`config.mk`:
```
export PLATFORM = sky130hd
export DESIGN_NAME = rlwe_dmem_arb
export DESIGN_NICKNAME = d
export VERILOG_FILES = /design/src/rtl/rlwe_dmem_arb.sv
export SDC_FILE = /design/constraint.sdc
export NUM_CORES = 1
export LEC_CHECK = 0
export CELL_PAD_IN_SITES_DETAIL_PLACEMENT = 0
export CELL_PAD_IN_SITES_GLOBAL_PLACEMENT = 1
export CORE_AREA = 2 2 344 346
export CTS_CLUSTER_DIAMETER = 150
export DETAILED_ROUTE_END_ITERATION = 10
export DIE_AREA = 0 0 346 348
export GPL_ROUTABILITY_DRIVEN = 0
export PLACE_DENSITY_LB_ADDON = 0.1
export SKIP_CTS_REPAIR_TIMING = 1
export SLEW_MARGIN = 20
export SYNTH_ARGS = -nofsm -noshare
export SYNTH_HDL_FRONTEND = slang
export SYNTH_SLANG_ARGS = --single-unit
```
`constraint.sdc`:
```
create_clock -name clk -period 2.1 [get_ports clk]
set_input_delay 0.42 -clock clk [delete_from_list [all_inputs] [get_ports clk]]
set_output_delay 0.42 -clock clk [all_outputs]
set_load 0.01 [all_outputs]
```
`src/rtl/rlwe_dmem_arb.sv`:
```
// Two-master DMEM arbiter: scalar LSU (m0) and RLWE vector unit (m1)
// share one DMEM port, with round-robin on contention, a single
// outstanding transaction, and a response timeout.
module rlwe_dmem_arb #(
  parameter int unsigned LANE    = 4,
  parameter int unsigned AW      = 32,
  parameter int unsigned TIMEOUT = 255
) (
  input  logic                 clk,
  input  logic                 rst,
  input  logic                 m0_req,
  input  logic                 m0_cmd,
  input  logic [1:0]           m0_width,
  input  logic [AW-1:0]        m0_addr,
  input  logic [LANE*32-1:0]   m0_wdata,
  output logic                 m0_req_ack,
  output logic [LANE*32-1:0]   m0_rdata,
  output logic [1:0]           m0_resp,
  input  logic                 m1_req,
  input  logic                 m1_cmd,
  input  logic [1:0]           m1_width,
  input  logic [AW-1:0]        m1_addr,
  input  logic [LANE*32-1:0]   m1_wdata,
  output logic                 m1_req_ack,
  output logic [LANE*32-1:0]   m1_rdata,
  output logic [1:0]           m1_resp,
  output logic                 dmem_req,
  output logic                 dmem_cmd,
  output logic [1:0]           dmem_width,
  output logic [AW-1:0]        dmem_addr,
  output logic [LANE*32-1:0]   dmem_wdata,
  input  logic                 dmem_req_ack,
  input  logic [LANE*32-1:0]   dmem_rdata,
  input  logic [1:0]           dmem_resp,
  output logic                 busy,
  output logic                 arb_err
);

  localparam int unsigned DW  = LANE * 32;
  localparam logic [9:0]  TMO = 10'(TIMEOUT);

  typedef enum logic {S_IDLE, S_WAIT} state_t;

  state_t        state, state_nxt;
  logic          owner, last_gnt;
  logic [9:0]    timer;
  logic          any_req, winner, grant;
  logic [1:0]    resp_v;
  logic [DW-1:0] rdata_v;

  // Winner selection: a lone requester wins, contention goes to whoever was not granted last
  always_comb begin
    any_req = m0_req | m1_req;
    winner  = (m0_req && m1_req) ? ~last_gnt : m1_req;
    grant   = (state == S_IDLE) && any_req && dmem_req_ack;
  end

  // Next state and all outputs; everything is forced quiet while rst is high
  always_comb begin
    state_nxt  = state;
    dmem_req   = 1'b0;
    dmem_cmd   = 1'b0;
    dmem_width = '0;
    dmem_addr  = '0;
    dmem_wdata = '0;
    m0_req_ack = 1'b0;
    m1_req_ack = 1'b0;
    m0_resp    = '0;
    m1_resp    = '0;
    m0_rdata   = '0;
    m1_rdata   = '0;
    busy       = 1'b0;
    arb_err    = 1'b0;
    resp_v     = '0;
    rdata_v    = '0;
    if (!rst) begin
      case (state)
        S_IDLE: begin
          dmem_req = any_req;
          if (any_req) begin
            dmem_cmd   = winner ? m1_cmd   : m0_cmd;
            dmem_width = winner ? m1_width : m0_width;
            dmem_addr  = winner ? m1_addr  : m0_addr;
            dmem_wdata = winner ? m1_wdata : m0_wdata;
          end
          m0_req_ack = dmem_req_ack & any_req & ~winner;
          m1_req_ack = dmem_req_ack & any_req & winner;
          // any response with nothing outstanding is stray or late
          arb_err    = (dmem_resp != 2'b00);
          if (grant) state_nxt = S_WAIT;
        end
        S_WAIT: begin
          busy = 1'b1;
          case (dmem_resp)
            2'b00: begin
              rdata_v = dmem_rdata;
              if (timer == TMO) begin
                resp_v    = 2'b10;
                rdata_v   = '0;
                arb_err   = 1'b1;
                state_nxt = S_IDLE;
              end
            end
            2'b11: begin
              resp_v    = 2'b10;
              arb_err   = 1'b1;
              state_nxt = S_IDLE;
            end
            default: begin
              resp_v    = dmem_resp;
              rdata_v   = dmem_rdata;
              state_nxt = S_IDLE;
            end
          endcase
          if (owner) begin
            m1_resp  = resp_v;
            m1_rdata = rdata_v;
          end else begin
            m0_resp  = resp_v;
            m0_rdata = rdata_v;
          end
        end
        default: state_nxt = S_IDLE;
      endcase
    end
  end

  // State, ownership, round-robin history and saturating WAIT timer
  always_ff @(posedge clk or posedge rst) begin
    if (rst) begin
      state    <= S_IDLE;
      owner    <= 1'b0;
      last_gnt <= 1'b1;
      timer    <= '0;
    end else begin
      state <= state_nxt;
      if (grant) begin
        owner    <= winner;
        last_gnt <= winner;
        timer    <= '0;
      end else if (state == S_WAIT && timer != TMO) begin
        timer <= timer + 10'd1;
      end
    end
  end

endmodule

```
=== Word level (Yosys, flattened, before mapping) ===
Index checks and enable logic that the tools add are counted.

* Output and inout port bits: 428
* Input port bits: 461
* Register bits after elaboration: 13

* Muxes and demuxes: 51
* Equal/unequal tests: 3
* Add/sub/neg operators: 1
* Reduce and logical (&&, ||, !) cells: 7
* Bitwise gates (word level): 7

{| class="wikitable"
|+ Operators by type and width
! cell !! count
|-
| 128-bit 2-to-1 mux || 11
|-
| 128-bit one-hot mux with 2 select lines || 1
|-
| 32-bit 2-to-1 mux || 4
|-
| 2-bit 2-to-1 mux || 11
|-
| 10-bit 2-to-1 mux || 2
|-
| 1-bit 2-to-1 mux || 18
|-
| 10-bit by 1-bit adder with 10-bit output (second input constant) || 1
|-
| 10-bit by 8-bit equality test with 1-bit output (second input constant) || 1
|-
| 10-bit by 8-bit != test with 1-bit output (second input constant) || 1
|-
| 1-bit one-hot mux with 2 select lines || 3
|-
| 1-bit logical AND || 4
|-
| 2-bit one-hot mux with 2 select lines || 1
|-
| 2-bit nonzero test || 2
|-
| 1-bit bitwise AND || 3
|-
| 1-bit inverter || 3
|-
| 2-bit equality test (second input constant) || 1
|-
| 2-bit zero test || 1
|-
| 1-bit bitwise OR || 1
|}

=== Depth between registers and ports, before layout ===
* Depth in word-level cells: 6
* Depth in mapped cells: 7

=== Worst setup path before layout ===
OpenSTA, ideal clock, no wires.

* Path type: reg-to-output
* From: reg timer[0]
* To: out m0_rdata[107]
* Stages on the path, launching flop included: 8
* Required time: 1680 ps
* Data arrival time: 1575 ps
* Path slack: 105 ps
* Path through: dfrtp_1 -> ha_1 -> nand3_2 -> o31ai_4 -> nand2_2 -> buf_2 -> buf_6 -> and3_1

* Word-level cells in the longest chain between the ends: 6

{| class="wikitable"
|+ Ends and longest elaborated chain
! what !! line !! text
|-
| start, declared || 46 || <nowiki>logic [9:0] timer;</nowiki>
|-
| start signal, assigned || 142 || <nowiki>timer <= timer + 10'd1;</nowiki>
|-
| 10-bit by 8-bit equality test with 1-bit output || 97 || <nowiki>if (timer == TMO) begin</nowiki>
|-
| 128-bit 2-to-1 mux || 97 ||
|-
| 128-bit one-hot mux with 2 select lines || 94 || <nowiki>case (dmem_resp)</nowiki>
|-
| 128-bit 2-to-1 mux || 115 || <nowiki>if (owner) begin</nowiki>
|-
| 128-bit 2-to-1 mux || 77 || <nowiki>case (state)</nowiki>
|-
| 128-bit 2-to-1 mux || 76 || <nowiki>if (!rst) begin</nowiki>
|-
| end, declared || 17 || <nowiki>output logic [LANE*32-1:0] m0_rdata,</nowiki>
|}

No other way between the ends.

=== Worst setup path in the final report ===
* From: reg timer[8]
* To: out m1_rdata[23]

* Word-level cells in the longest chain between the ends: 6

{| class="wikitable"
|+ Ends and longest elaborated chain
! what !! line !! text
|-
| 10-bit by 8-bit equality test with 1-bit output || 97 ||
|-
| 128-bit 2-to-1 mux || 97 ||
|-
| 128-bit one-hot mux with 2 select lines || 94 ||
|-
| 128-bit 2-to-1 mux || 115 ||
|-
| 128-bit 2-to-1 mux || 77 ||
|-
| 128-bit 2-to-1 mux || 76 ||
|-
| end, declared || 25 || <nowiki>output logic [LANE*32-1:0] m1_rdata,</nowiki>
|}

No other way between the ends.

==> key figures <==
Synthesis
  • Synth area leaders: nand2_1 (25%), a21oi_1 (17%), and2_1 (16%)
  • Synth Cell Area: between 5000 and 6000 um^2
  • Register area share after synthesis: roughly 6.4%
  • Top post-synthesis cells by count: nand2_1 (340), a21oi_1 (169), and2_1 (131), and3_1 (131), clkbuf_1 (64)
  • Mapped Avg Cell Area: ~5.4 um^2
  • Register bit count reported by yosys: 13
  • Ys flop type: dfrtp_1
  • Number of synthesized flops with an enable pin: 0
  • Cell with the most instances after synthesis: nand2_1
  • Area fraction of the dominant cell type after synthesis: about 25%
  • Yosys warning total: 0
  • Async S/R FF share, synth: 100%
  • Synth Instances: 939
  • Synth area leader: nand2_1
  • Syn_nets: 1,404
  • Distinct cells, synth: 41

STA
  • Relative slew slack: a little under two thirds
  • Fmax: roughly 370 MHz
  • Fin Clk Skew: 0.00284 ns
  • Hold Vio Cnt, Final: 0
  • Setup TNS Final: -135.28 ns
  • RSZ-0062 raised after global routing: true
  • Final count of pins violating max slew: 0
  • Worst-Margin Slew: between 0.5 and 0.6 ns
  • Hold Slack: 0.438 ns
  • Final min period: around 2.7 ns
  • Setup violators final: 424
  • Setup ws final: -0.576 ns
  • Tcrit/Tclk final: 127%

Setup path
  • Critical path class: flop to output port
  • Crit Path Max Fanout: 9
  • Delay-heaviest family, CP: buffers and inverters
  • Crit. End Element: output port
  • Worst r2r dst: state$_DFFE_PP0N_
  • CP arrival: roughly 2.3 ns
  • R2r setup slk: a little over 0.4 ns
  • CP dominant cell by count: buf_6
  • Critical Path RT: 1.68 ns
  • FF-to-FF Start: timer[8]$_DFFE_PP0P_
  • Startpoint types: flop
  • Cells on worst reg2reg path: 6
  • CP bufs+invs: 5
  • Critical path's slowest cell: o31ai_4
  • Critical Path Max Stage Delay: approximately 0.38 ns
  • Cell Chain, Critical Path: or2_4, o31ai_4, a21oi_4, buf_6, buf_12, clkbuf_16, buf_8, and2_1, buf_6

Final layout
  • Non-Filler Instances: around 3,500
  • Synthesis-to-layout area growth: 259%
  • FILL cells: 13,400
  • Layout cells sized above 1: between 10% and 20%
  • Final core occ: 15.6%
  • Final #Nets: roughly 2,400

Detailed routing
  • Detailed Routing Iterations Pass 1: 5
  • DR WL met2: roughly 40,000 um
  • DRT iter0 DRCs: 337
  • Final antenna-violating net count: 0
  • Vias: approximately 11,000
  • Wl on met1: roughly 24,000 um
  • Vias/cell: roughly 3.0
  • DR WL met3: 6250 um
  • WL/cell: around 21 um
  • DRC errors left: 0
  • DRT Wirelength: just over 70,000 um
  • Top sig layer: met5

Global route
  • Initial antenna violation count: 16
  • Total Routing Usage GR: 10.5%
  • Global-route wire length before repair: 89,300 um
  • Largest net degree at the start of global routing: 52
  • Vias in the first global route: about 11,000
  • Grt ovf: 0

Floorplanning
  • Die footprint: 120,000 um^2
  • Core Rows: 126
  • CORE AREA: 117,000 um^2
  • Die span in y: 348 um
  • I/O pin count: roughly 900
  • Die width: between 300 and 400 um
  • Starting density of the core: under 10%

Clocking
  • CTS tree: done
  • CTS sink cnt: 13
  • CTS Buffer Depth: 2
  • Clk_lat worst skew: about 0.24 ns
  • Clock root cell: clkbuf_16
  • Clock transition at path regs: ~0.050 ns
  • Cts bufs inserted: 3
  • H-tree depth: 1

Worst hold path
  • Hold/Removal Path Class: input pin to async pin

Power and ir drop
  • Pwr per Cell Area: roughly 260 nW/um^2
  • Maximum VDD drop: about 0.25 mV
  • Leakage: 12.7 nW

Place
  • DP HPWL: 60,300 um
  • IO buf count: around 890
  • Inst Count DP: approximately 3,400

Run
  • Max_cap viols: 0

Outcome
  • Failing checks: setup timing
  • Outcome: finished with violations
==> placed cells by master, fill, tap and decap left out, types with 3 or more instances in the layout <==
cell             Yosys  final
clkdlybuf4s50_1      0    457
nand2_1            340    336
dlymetal6s2s_1       0    317
a21oi_1            169    164
buf_4                0    151
and3_1             131    129
and2_1             131    121
clkbuf_2             0     75
buf_12               0     41
clkbuf_16            0     18
buf_6               26     17
dfrtp_1             12     11
and2_4               0      9
buf_2                4      8
diode_2              0      7
o21ai_0              5      5
nor2_1               5      5
nand3_1              5      5
buf_8                0      5
nand4_1              3      3
nand2_4              0      3
inv_1                5      3
a21oi_2              1      3
a21oi_4              0      3
==> logic make-up (layout without fill, tap and decap cells) <==
kind of cell,after synthesis,in the layout,share of synthesized area [%]
AO/OA/AOI/OAI,185,185,19.1
XOR/XNOR,2,2,0.345
adder cells (fa/ha/maj),4,4,0.986
buffers and inverters,103,1095,11.6
flip-flops,13,13,6.43
multiplexers,3,3,0.616
other,0,7,0
AND/OR/NAND/NOR,629,629,60.9
==> final cells by class <==
| cell class | count | area [um^2] | area share (%) |
|---|---|---|---|
| antenna | 7 | 17.5 | 0.0961 |
| clock buffer | 4 | 78.8 | 0.432 |
| inverter | 5 | 18.8 | 0.103 |
| multi-input combinational | 823 | 4320 | 23.7 |
| sequential | 13 | 328 | 1.80 |
| tap | 1536 | 1920 | 10.5 |
| timing repair buffer | 1086 | 11600 | 63.4 |
==> where the power goes <==
group          internal, mW  switching, mW  leakage (nW)  total, mW
clock network         0.257          0.117        0.0382      0.374
logic                  2.18           1.78          12.5       3.96
registers             0.286         0.0426         0.172      0.329
total                  2.73           1.94          12.7       4.67
==> tightest hold or removal path, cell delays in order <==
cell and delay [ns]:
dlymetal6s2s_1 0.16, buf_6 0.15, inv_2 0.07, buf_4 0.24
==> sequential cells by signal (all words and copies together), names as in the netlist <==
register and count:
last_gnt 1, owner 1, state 1, timer 10
==> worst max-delay path by stage <==
stage                    startpoint       endpoint  cells past startpoint
2_1_floorplan  timer[0]$_DFFE_PP0P_  m0_rdata[107]                      7
3_3_place_gp           dmem_resp[1]  m1_rdata[126]                      8
3_5_place_dp           dmem_resp[1]   m1_rdata[14]                      8
4_1_cts                dmem_resp[1]  m1_rdata[126]                      8
5_1_grt        timer[8]$_DFFE_PP0P_  m1_rdata[107]                      9
6_report       timer[8]$_DFFE_PP0P_   m1_rdata[23]                      9
==> per-layer routing <==
| layer | vias to the layer above | global-route usage (%) |
|---|---|---|
| li1 | 5098 | - |
| met1 | 4868 | 9.91 |
| met2 | 515 | 21.2 |
| met3 | 55 | 4.29 |
| met4 | 18 | 2.01 |
| met5 | - | 0 |
==> metrics by stage <==
step	total power [mW]	setup slack, ns	area [um^2]
5_1_grt	5.02	-0.632	18200
3_5_place_dp	4.19	-1.20	16900
3_3_place_gp	4.22	-1.26	16900
6_report	4.67	-0.576	18200
4_1_cts	4.60	-1.22	17000
2_1_floorplan	1.48	0.105	5080
Note: power is estimated with default switching activity, not from simulation.
